**src/rtl/fifo_pkg.sv**
```systemverilog
// Shared async-FIFO helpers: Gray/binary conversion and synchroniser limits.
package fifo_pkg;

  localparam int SYNC_STAGES_MIN = 2;

  // Conversions run on a wide vector so any pointer up to 32 bits can use them;
  // callers zero-extend their pointer in and size-cast the result back.
  localparam int PTR_W_MAX = 32;
  typedef logic [PTR_W_MAX-1:0] gray_vec_t;

  function automatic gray_vec_t bin2gray(input gray_vec_t bin);
    return bin ^ (bin >> 1);
  endfunction

  function automatic gray_vec_t gray2bin(input gray_vec_t gray);
    gray_vec_t bin;
    bin = gray;
    for (int i = 1; i < PTR_W_MAX; i++) begin
      bin = bin ^ (gray >> i);
    end
    return bin;
  endfunction

endpackage

```
**src/rtl/ptr_sync.sv**
```systemverilog
// Reset-to-zero flop chain that carries a Gray pointer into another clock domain.
module ptr_sync
  import fifo_pkg::*;
#(
  parameter int WIDTH  = 5,
  parameter int STAGES = 2
) (
  input  logic             clk,
  input  logic             rst,
  input  logic [WIDTH-1:0] d,
  output logic [WIDTH-1:0] q
);

  localparam int N = (STAGES < SYNC_STAGES_MIN) ? SYNC_STAGES_MIN : STAGES;

  logic [N-1:0][WIDTH-1:0] chain;

  // NOTE: every synchroniser stage is reset; leaving them unreset would let X
  // propagate into empty/level after power-up until the chain flushes.
  always_ff @(posedge clk) begin
    if (rst) begin
      chain <= '0;
    end else begin
      chain <= {chain[N-2:0], d};
    end
  end

  assign q = chain[N-1];

endmodule

```
**src/rtl/rd_ptr_empty_ctrl.sv**
```systemverilog
// Read-domain pointer controller: synchronised write pointer, empty and
// almost-empty flags, occupancy level and underflow pulse.
module rd_ptr_empty_ctrl
  import fifo_pkg::*;
#(
  parameter int ADDR_W      = 4,
  parameter int SYNC_STAGES = 2
) (
  input  logic              clk,
  input  logic              rst,
  input  logic              clr,
  input  logic              rd_en,
  input  logic [ADDR_W:0]   wr_ptr_gray,
  input  logic [ADDR_W:0]   ae_level,
  output logic [ADDR_W-1:0] rd_addr,
  output logic [ADDR_W:0]   rd_ptr_gray,
  output logic              empty,
  output logic              almost_empty,
  output logic [ADDR_W:0]   rd_level,
  output logic              underflow
);

  localparam int PTR_W = ADDR_W + 1;

  logic [PTR_W-1:0] wq;
  logic [PTR_W-1:0] wq_bin;
  logic [PTR_W-1:0] rd_bin;
  logic [PTR_W-1:0] rd_bin_next;
  logic [PTR_W-1:0] rd_gray_next;
  logic [PTR_W-1:0] level_next;
  logic             rd_fire;
  logic             empty_next;
  logic             almost_empty_next;

  ptr_sync #(
    .WIDTH  (PTR_W),
    .STAGES (SYNC_STAGES)
  ) u_wr_sync (
    .clk (clk),
    .rst (rst),
    .d   (wr_ptr_gray),
    .q   (wq)
  );

  // NOTE: every output of this block is assigned on every pass with no
  // conditional branches, so no latch can be inferred.
  always_comb begin
    rd_fire           = rd_en & ~empty;
    rd_bin_next       = rd_bin + PTR_W'(rd_fire);
    rd_gray_next      = PTR_W'(bin2gray(gray_vec_t'(rd_bin_next)));
    wq_bin            = PTR_W'(gray2bin(gray_vec_t'(wq)));
    // Flags track wq every cycle so empty drops on its own once writes show up.
    empty_next        = (rd_gray_next == wq);
    level_next        = wq_bin - rd_bin_next;
    almost_empty_next = (level_next <= ae_level);
  end

  // NOTE: all state uses non-blocking assignments so every register samples
  // pre-edge values, independent of statement order.
  always_ff @(posedge clk) begin
    if (rst || clr) begin
      rd_bin       <= '0;
      rd_ptr_gray  <= '0;
      empty        <= 1'b1;
      almost_empty <= 1'b1;
      rd_level     <= '0;
      underflow    <= 1'b0;
    end else begin
      rd_bin       <= rd_bin_next;
      rd_ptr_gray  <= rd_gray_next;
      empty        <= empty_next;
      almost_empty <= almost_empty_next;
      rd_level     <= level_next;
      underflow    <= rd_en & empty;
    end
  end

  assign rd_addr = rd_bin[ADDR_W-1:0];

endmodule

```
**config.mk**
```make
export PLATFORM = sky130hd
export DESIGN_NAME = rd_ptr_empty_ctrl
export DESIGN_NICKNAME = d
export VERILOG_FILES = /design/src/rtl/fifo_pkg.sv /design/src/rtl/ptr_sync.sv /design/src/rtl/rd_ptr_empty_ctrl.sv
export SDC_FILE = /design/constraint.sdc
export NUM_CORES = 1
export LEC_CHECK = 0
export ABC_AREA = 1
export BUFFER_PORTS_ARGS = -buffer_cell sky130_fd_sc_hd__buf_2
export CORE_MARGIN = 1.5
export CORE_UTILIZATION = 45
export CTS_BUF_LIST = sky130_fd_sc_hd__clkbuf_4
export DETAILED_ROUTE_END_ITERATION = 12
export HOLD_SLACK_MARGIN = 0.08
export PLACE_DENSITY = 0.68
export SLEW_MARGIN = 5
export SYNTH_ARGS = -nofsm -noshare
export SYNTH_HDL_FRONTEND = slang
export SYNTH_SLANG_ARGS = --single-unit
```
**constraint.sdc**
```tcl
create_clock -name clk -period 3.98 [get_ports clk]
set_input_delay 1.194 -clock clk [delete_from_list [all_inputs] [get_ports clk]]
set_output_delay 1.194 -clock clk [all_outputs]
set_load 0.01 [all_outputs]
```
# After elaboration in Yosys (flattened, before gate mapping)
# Index checks and enable logic that the tools add are counted.
# classes
add_sub_neg,2
magnitude_cmp,1
n_eq_ne,1
bitwise_logic,8
reduce_logical,1
# op_table
op,count
$xor A5 B4 Y5,2
$add A5 B1 Y5,1
$eq A5 B5 Y1,1
$le A5 B5 Y1,1
$sub A5 B5 Y5,1
$xor A5 B1 Y5,1
$xor A5 B2 Y5,1
$xor A5 B3 Y5,1
$and A1 B1 Y1,2
$logic_or A1 B1 Y1,1
$not A1 Y1,1
# totals
ff_bits,28
inputBits,14
word_cells,21

# Logic depth before layout (Yosys ltp)
# Gate-level depths: netlist (run 1).
# depth
word_depth,6
mapped_depth,17

# Hierarchy
# Synthesis (run 1) repeated with hierarchy kept, for this count alone.
# unflattened
hier_cells,191
hier_area_um2,1480.2
# modules_own_cells
module,instances,cells_per_inst,area_each_um2
rd_ptr_empty_ctrl,1,155,1156.1
ptr_sync,1,36,324.1

# Least setup slack after synthesis (run 1)
# Ideal clock, no wire load.
# synth_path
kind,input to register
start,input rd_en
end,register almost_empty
arrival_time_ns,3.407
required_time_ns,3.849
setup_slack_ns,0.442
stages,16
path_cell_list,inv_1 -> nor2_1 -> ha_1 -> nand2_1 -> nand2_2 -> inv_1 -> fa_1 -> nor2_1 -> nor2_1 -> nor2_1 -> nor2_1 -> xnor2_2 -> ha_1 -> nand4_1 -> o221ai_1 -> o211ai_1
# synth_between
elab_chain_len,4
# synth_lines
item,line_no,source
from (decl),rd_ptr_empty_ctrl.sv:12,"input logic rd_en,"
$and A1 B1 Y1,rd_ptr_empty_ctrl.sv:48,rd_fire = rd_en & ~empty;
$add A5 B1 Y5,rd_ptr_empty_ctrl.sv:49,rd_bin_next = rd_bin + PTR_W'(rd_fire);
via rd_bin_next[1],rd_ptr_empty_ctrl.sv:28,logic [PTR_W-1:0] rd_bin_next;
$sub A5 B5 Y5,rd_ptr_empty_ctrl.sv:54,level_next = wq_bin - rd_bin_next;
via level_next[4],rd_ptr_empty_ctrl.sv:30,logic [PTR_W-1:0] level_next;
$le A5 B5 Y1,rd_ptr_empty_ctrl.sv:55,almost_empty_next = (level_next <= ae_level);
to (signal assigned),rd_ptr_empty_ctrl.sv:72,almost_empty <= almost_empty_next;
to (decl),rd_ptr_empty_ctrl.sv:18,"output logic almost_empty,"
# The timed path passes the listed nets, and every way through them passes these cells.
# A chain may end at the register's enable or synchronous reset.

# Worst setup path in the final report (run 1)
# Same ends and word-level chain as after synthesis.

==> results_dict.tcl, run 1 <==
set metrics [dict create \
    switching_share_pct 27.3 \
    synth_area_leaders "dfxtp_1, inv_1, ha_1" \
    final_common_cell "inv_1" \
    coreArea_sq_um 2810 \
    rsz0062_at_grt "false" \
    outcome "finished, violations left" \
    wl_per_cell_microns 10.5 \
    setup_violations 0 \
    hold_depth 2 \
    cts_sinks 27 \
    tightestPinTransition_ns 0.455 \
    synthDistinctLibCells 23 \
    cp.arrival_ns 3.78 \
    p_clk_share_pct 24.3 \
    ios 31 \
    area_growth_pct 15.6 \
    cts_buffer_depth 2 \
    p_comb_share_pct 19.8 \
    fin_cells 245 \
    p_int_mw 0.372 \
    cts_setup_buffers 0 \
    final_cell_mix "inv_1, nand2_1, buf_2" \
    finalSetupTns_ns 0 \
    seqCellArea_sq_um 541 \
    synth-seq-area-share_pct 39.8 \
    place.gp.congestion 0.859 \
    die_area_sq_um 3360 \
    hold_ws_ns 0.410 \
    pwr-share-seq_pct 55.9 \
    grt.total_usage_pct 17.5 \
    timing.max_cap.violations 0 \
    vias 1174 \
    slew_violations 0 \
    rr_worst_depth 14 \
    overflow 0 \
    start_kind "input pin" \
    cp.required_ns 4.19 \
    fin_ws_ns 0.408 \
    p_switching_mw 0.139 \
    cts-hold-fix-buffers 0 \
    drive_above_1_share_pct 20.6 \
    synth_nets 208 \
    max_freq_mhz 280 \
    drtIter0Drc 72 \
    dpl_worst_slack_ns 0.0773 \
    numCtsBuffers 3 \
    finalCritPeriodShare_pct 89.7 \
    cellPowerDensity_nw_per_um2 326 \
    relSlewSlack_pct 69.6 \
    ant_nets 0 \
    die_height_microns 57.9 \
    avgSynthCellArea_sq_um 7.46 \
    vias_per_cell 4.79 \
    dieWidth_microns 57.9 \
    yosys.area.top_type "dfxtp_1" \
    holdCritPathClass "reg2reg" \
    cts_tree "done" \
    violations "DRC" \
    yosysTopAreaCellShare_pct 39.8 \
    finalClockSkew_ns 0.00739 \
    grt_pass1_vias 1139 \
    firstDrtPassIters 9 \
    syn_inst 182 \
    grt_pass1_wl_microns 4570 \
    period_minus_slack_ns 3.57 \
    crit_fanout 6 \
    syn_area_sq_um 1360 \
    antenna_cells 0 \
    dp_hpwl_microns 2050 \
    multi_input_area_sq_um 671 \
    critical_path_class "in2reg" \
    final-hold-violation-count 0 \
    h-tree-depth 1 \
    dp_cells 241 \
    cellLeakagePower_nw 0.860 \
    fin_nets 241 \
    clock_latency_ns 0.32 \
    post-route-drc-count 3 \
    ctsResizeCount 0 \
    fillCellCount 277 \
    clkTransAtPathRegs_ns 0.14 \
    cts-root-buf "clkbuf_4" \
    port_buffers 30 \
    grt_max_degree 15 \
    start_util_pct 48.4 \
    end_kind "flop" \
    rows 19 \
    routed_wirelength_microns 2580 \
    vdd_drop_max_mv 0.158 \
    yosys_warnings 0 \
    grt_antenna_before_repair 0 \
    synth-seq-cells 27 \
]
## area by class of cell
class | count | area share, %
Multi-Input combinational cell | 116 | 42.7
Sequential cell | 27 | 34.4
Timing Repair Buffer | 30 | 9.57
Inverter | 37 | 8.85
Tap cell | 31 | 2.47
Clock buffer | 4 | 1.91
## cell usage after synthesis
cell / n
o21ai_2: 1
o211ai_1: 1
dfxtp_1: 27
xor2_1: 4
xnor2_2: 1
o21ai_0: 1
o21ai_1: 1
nand3_1: 13
nand3_2: 2
nand2_2: 5
inv_1: 37
and2_1: 1
nand2_1: 31
nand4_1: 3
ha_1: 11
a21oi_1: 7
nor2_2: 1
nor3_1: 1
nor2_1: 28
clkbuf_1: 2
o221ai_1: 1
xnor2_1: 2
fa_1: 1
## power by group through the flow
stage	registers (mW)	clock network (mW)	logic, mW
after floorplan	0.295	0	0.0688
after global placement	0.291	0	0.0971
after CTS	0.286	0.129	0.101
after global routing	0.287	0.135	0.117
after detailed placement	0.292	0	0.101
final	0.286	0.124	0.101
## critical path, stage by stage
cell and delay, ns:
buf_2 0.09, inv_1 0.03, nor2_1 0.12, ha_1 0.25
nand2_1 0.10, nand2_2 0.14, inv_1 0.10, fa_1 0.46
nor2_1 0.23, nor2_1 0.07, nor2_1 0.09, nor2_1 0.07
xnor2_2 0.14, ha_1 0.31, nand4_1 0.12, o221ai_1 0.17
o211ai_1 0.11
## sequential cells by signal, indices dropped and copies added (netlist names)
name,flops
rd_bin,5
rd_level,5
u_wr_sync.chain,5
u_wr_sync.q,5
rd_ptr_gray,4
almost_empty,1
empty,1
underflow,1
## through the flow
| step | instance area [sq um] | power, mW | utilization [%] |
|---|---|---|---|
| floorplan | 1360 | 0.364 | - |
| CTS | 1570 | 0.516 | 55.9 |
| global route | 1570 | 0.540 | 55.9 |
| global placement | 1540 | 0.389 | 54.9 |
| finish | 1570 | 0.511 | 55.9 |
| detailed placement | 1540 | 0.393 | 54.9 |
## cell families after synthesis
kind of cell	Yosys count	share of synthesized area, %
buffers and inverters	39	10.8
DFF	27	39.8
xor gates and xnor gates	7	5.07
AOI/OAI and AO/OA	12	5.16
adders and majority gates	12	11.6
and+or+nand+nor	85	27.6
## layer usage
| layer | vias up | track usage (%) | routed length [microns] |
|---|---|---|---|
| met3 | 4 | 2.01 | 86 |
| met1 | 523 | 21.6 | 1210 |
| met2 | 27 | 30.5 | 1260 |
| li1 | 620 | - | - |
| met5 | - | 0 | 0 |
| met4 | 0 | 7.97 | 30 |
## final timing paths
path / start / endpoint / slack [ns]
setup / recovery: rd_en / almost_empty / 0.41
hold / removal: u_wr_sync.chain[4] / u_wr_sync.q[4] / 0.41
setup reg to reg: u_wr_sync.q[4] / almost_empty / 0.82
hold reg to reg: u_wr_sync.chain[4] / u_wr_sync.q[4] / 0.41
Power figures use the tool's default switching activity.
==> run 2, diff against run 1 <==
--- a/config.mk
+++ b/config.mk
@@ -9,3 +9,2 @@
 export BUFFER_PORTS_ARGS = -buffer_cell sky130_fd_sc_hd__buf_2
-export CORE_MARGIN = 1.5
 export CORE_UTILIZATION = 45
--- a/constraint.sdc
+++ b/constraint.sdc
@@ -3,2 +3,2 @@
 set_output_delay 1.194 -clock clk [all_outputs]
-set_load 0.01 [all_outputs]
+set_load 0.005 [all_outputs]
==> run 2 against run 1 <==
Compared with the run above:
- the flow still finishes with violations (DRC)
- global-route usage shrank 0.27 points
- power is 0.18% lower
- sequential share of layout area did not move
- highest routed layer unchanged
==> results_dict.tcl, run 2 (synthesized netlist as in run 1, its figures left out) <==
set metrics [dict create \
    holdCritPathClass "reg2reg" \
    fin_util_pct 55.9 \
    finalCritPeriodShare_pct 90.1 \
    fillCellCount 277 \
    start_kind "input pin" \
    grt_pass1_wl_microns 4350 \
    critical_path_class "in2reg" \
    end_kind "flop" \
    cellPowerDensity_nw_per_um2 325 \
    dieWidth_microns 56.9 \
    period_minus_slack_ns 3.58 \
    vias_per_cell 4.87 \
    die_height_microns 56.9 \
    hold_ws_ns 0.412 \
    cts_buffer_depth 2 \
    placed_cell_area_sq_um 1540 \
    cp_common_cell "nor2_1" \
    cts_sinks 27 \
    coreArea_sq_um 2810 \
    ios 31 \
    post-route-drc-count 6 \
    cp.required_ns 4.20 \
    grt_antenna_before_repair 0 \
    crit_cells 17 \
    violations "DRC" \
    postLayoutCellArea_sq_um 1570 \
    cts-hold-fix-buffers 0 \
    grtUsageMet2_pct 28.9 \
    h-tree-depth 1 \
    max_freq_mhz 279 \
    die_area_sq_um 3240 \
    port_buffers 30 \
    path_buf_inv 3 \
    grt.total_usage_pct 17.3 \
    numCtsBuffers 3 \
    grt_max_degree 17 \
    setup_violations 0 \
    overflow 0 \
    area_growth_pct 15.6 \
    cts-root-buf "clkbuf_4" \
    relSlewSlack_pct 69.5 \
    grt_pass1_vias 1105 \
    grt_busiest_layer "met2" \
    met1_usage_pct 21.6 \
    routed_wirelength_microns 2600 \
    clock_latency_ns 0.33 \
    met3_usage_pct 3.92 \
    cellLeakagePower_nw 0.855 \
    cpMaxStageDelayCell "fa_1" \
    timing.max_cap.violations 0 \
    final_common_cell "inv_1" \
    antenna_cells 0 \
    finalClockSkew_ns 0.00240 \
    cts_tree "done" \
    hold_depth 2 \
    place.gp.congestion 0.853 \
    cp.arrival_ns 3.81 \
    dp_hpwl_microns 2070 \
    wl_per_cell_microns 10.6 \
    ant_nets 0 \
    final-hold-violation-count 0 \
    vdd_drop_max_mv 0.209 \
    fin_nets 241 \
    slew_violations 0 \
    drive_above_1_share_pct 20.6 \
    firstDrtPassIters 8 \
    rr_worst_depth 14 \
    final_cell_mix "inv_1, nand2_1, buf_2" \
    cpPeakStageDelay_ns 0.46 \
    p_total_mw 0.510 \
    crit_family "adder cells" \
    clkTransAtPathRegs_ns 0.15 \
    crit_fanout 6 \
    outcome "finished, violations left" \
    cts_setup_buffers 0 \
    drtIter0Drc 66 \
    rsz0062_at_grt "false" \
    rows 19 \
    path_cells "buf_2 -> inv_1 -> nor2_1 -> ha_1 -> nand2_1 -> nand2_2 -> inv_1 -> fa_1 -> nor2_1 -> nor2_1 -> nor2_1 -> nor2_1 -> xnor2_2 -> ha_1 -> nand4_1 -> o221ai_1 -> o211ai_1" \
    tightestPinTransition_ns 0.457 \
    start_util_pct 48.4 \
    vias 1192 \
    ctsResizeCount 0 \
    finalSetupTns_ns 0 \
]
[run 2: per-layer routing]
layer  part of all wire, %  wire length, microns  vias up
li1                      -                     -      617
met1                    44                  1160      540
met2                    50                  1300       33
met3                   4.9                   127        2
met4                  0.58                    15        0
met5                     0                     0        -
[run 2: path summary, 6_finish.rpt]
check | slack (ns) | start | to
worst min-delay path | 0.41 | u_wr_sync.chain[3] | u_wr_sync.q[3]
worst max-delay path | 0.40 | rd_en | almost_empty
worst min register to register | 0.41 | u_wr_sync.chain[3] | u_wr_sync.q[3]
worst max register to register | 0.79 | u_wr_sync.q[4] | almost_empty
[run 2: power by group]
part,internal [mW],switching [mW],total (mW)
logic,0.0441,0.0552,0.0993
clock network,0.0384,0.0865,0.125
registers,0.282,0.00416,0.286
[run 2: final cells by class]
class	count	area (sq um)	area share, %
clock buffer	3	22.5	1.44
tap	31	38.8	2.47
multi-input combinational	116	671	42.7
clock inverter	1	7.51	0.478
inverter	37	139	8.85
timing repair buffer	30	150	9.57
sequential	27	541	34.4
[run 2: through the flow]
stage | setup slack, ns | std cells
after floorplan | 0.446 | 182
after global placement | 0.241 | 241
after detailed placement | 0.0269 | 241
after CTS | 0.389 | 245
after global routing | 0.0840 | 245
final | 0.396 | 245
[run 2: worst reg2reg max path, delay by kind of cell, from the launching register on]
kind | cells | cell delay [ns]
adder cells (fa/ha/maj) | 3 | 0.97
XOR/XNOR | 4 | 0.87
AND/OR/NAND/NOR | 5 | 0.55
flip-flops | 1 | 0.42
AO/OA/AOI/OAI | 2 | 0.29
==> run 3, diff against run 2 <==
- PLACE_DENSITY: 0.68 -> 0.66
==> run 3 against run 2 <==
Compared with the run above:
- the flow still finishes with violations (DRC)
- cell area shrank 0.16%
- non-clock buffer count is the same
- via count shrank 0.84%
- hold slack gained 0.00091 ns
- die area is the same
- global-route usage grew 0.47 points
- clock-buffer cell count is the same
==> results_dict.tcl, run 3 (synthesized netlist as in run 1, its figures left out) <==
set metrics [dict create \
    outcome "finished, violations left" \
    violations "DRC" \
    r2r_setup_slack_ns 0.80 \
    crit_family "adder cells" \
    cpMaxStageDelayCell "fa_1" \
    firstDrtPassIters 8 \
    rows 19 \
    post-route-drc-count 4 \
    overflow 0 \
    finalSetupTns_ns 0 \
    cts-root-buf "clkbuf_4" \
    place.gp.congestion 0.862 \
    max_freq_mhz 279 \
    dieWidth_microns 56.9 \
    cts-hold-fix-buffers 0 \
    cellLeakagePower_nw 0.859 \
    hold_ws_ns 0.413 \
    ios 31 \
    rsz0062_at_grt "false" \
    cts_sinks 27 \
    setup_violations 0 \
    drtIter0Drc 53 \
    dp_cells 241 \
    drive_above_1_share_pct 20.6 \
    path_cells "buf_2 -> inv_1 -> nor2_1 -> ha_1 -> nand2_1 -> nand2_2 -> inv_1 -> fa_1 -> nor2_1 -> nor2_1 -> nor2_1 -> nor2_1 -> xnor2_2 -> ha_1 -> nand4_1 -> o221ai_1 -> o211ai_1" \
    cpPeakStageDelay_ns 0.45 \
    vdd_drop_max_mv 0.188 \
    grt_pass1_wl_microns 4520 \
    wl_per_cell_microns 10.6 \
    cp.arrival_ns 3.80 \
    cts_setup_buffers 0 \
    fin_cells 245 \
    grt_antenna_before_repair 0 \
    start_kind "input pin" \
    dp_hpwl_microns 2030 \
    grt_pass1_vias 1089 \
    grt.total_usage_pct 17.7 \
    cts_buffer_depth 2 \
    cp.required_ns 4.20 \
    clkTransAtPathRegs_ns 0.14 \
    cp_common_cell "nor2_1" \
    vias 1182 \
    end_kind "flop" \
    coreArea_sq_um 2810 \
    clock_latency_ns 0.32 \
    cts_tree "done" \
    period_minus_slack_ns 3.58 \
    die_height_microns 56.9 \
    vias_per_cell 4.82 \
    final_cell_mix "inv_1, nand2_1, buf_2" \
    dpl_worst_slack_ns 0.0321 \
    postLayoutCellArea_sq_um 1570 \
    relSlewSlack_pct 69.5 \
    path_buf_inv 3 \
    start_util_pct 48.4 \
    numCtsBuffers 3 \
    die_area_sq_um 3240 \
    tightestPinTransition_ns 0.456 \
    placed_cell_area_sq_um 1540 \
    fin_util_pct 55.8 \
    finalClockSkew_ns 0.00692 \
    slew_violations 0 \
    port_buffers 30 \
    grt_max_degree 16 \
    finalCritPeriodShare_pct 90.0 \
    fin_nets 241 \
    crit_fanout 6 \
    final-hold-violation-count 0 \
    final_common_cell "inv_1" \
    area_growth_pct 15.4 \
    fillCellCount 269 \
    holdCritPathClass "reg2reg" \
    routed_wirelength_microns 2600 \
    timing.max_cap.violations 0 \
    p_total_mw 0.505 \
    h-tree-depth 1 \
    critical_path_class "in2reg" \
    cellPowerDensity_nw_per_um2 322 \
    antenna_cells 0 \
    ant_nets 0 \
    fin_ws_ns 0.400 \
    ctsResizeCount 0 \
]
run 3: cell count changes in the layout (fill, tap and decap cells not counted), sizes merged:
cell	delta
clkinv	+1
clkinvlp	-1
run 3: worst paths after layout:
kind	from	endpoint	cells after the start
hold reg to reg	u_wr_sync.chain[4]	u_wr_sync.q[4]	2
setup / recovery	rd_en	almost_empty	17
hold / removal	u_wr_sync.chain[4]	u_wr_sync.q[4]	2
setup reg to reg	u_wr_sync.q[4]	almost_empty	14
run 3: power breakdown:
| part | leakage (nW) | internal (mW) | switching (mW) | total, mW |
|---|---|---|---|---|
| sequential | 0.221 | 0.282 | 0.00431 | 0.286 |
| combinational | 0.620 | 0.0447 | 0.0569 | 0.102 |
| clock | 0.0177 | 0.0377 | 0.0796 | 0.117 |
run 3: final cells by class:
class | instances | area, sq um | area share (%)
Inverter | 37 | 139 | 8.87
Multi-Input combinational cell | 116 | 671 | 42.8
Clock inverter | 1 | 5.00 | 0.319
Sequential cell | 27 | 541 | 34.5
Tap cell | 31 | 38.8 | 2.48
Timing Repair Buffer | 30 | 150 | 9.58
Clock buffer | 3 | 22.5 | 1.44
run 3: layer usage:
| layer | vias up | track usage (%) | routed length (microns) |
|---|---|---|---|
| met1 | 524 | 21.8 | 1200 |
| met4 | 0 | 5.92 | 43 |
| met3 | 7 | 3.00 | 99 |
| met2 | 30 | 31.3 | 1260 |
| li1 | 621 | - | - |
| met5 | - | 0 | 0 |
run 3: worst register-to-register path: cells and delay by family, from the launching register on:
family / cells / cell delay (ns)
flip-flops: 1 / 0.42
XOR/XNOR: 4 / 0.85
adder cells (fa/ha/maj): 3 / 0.96
AND/OR/NAND/NOR: 5 / 0.55
AO/OA/AOI/OAI: 2 / 0.31
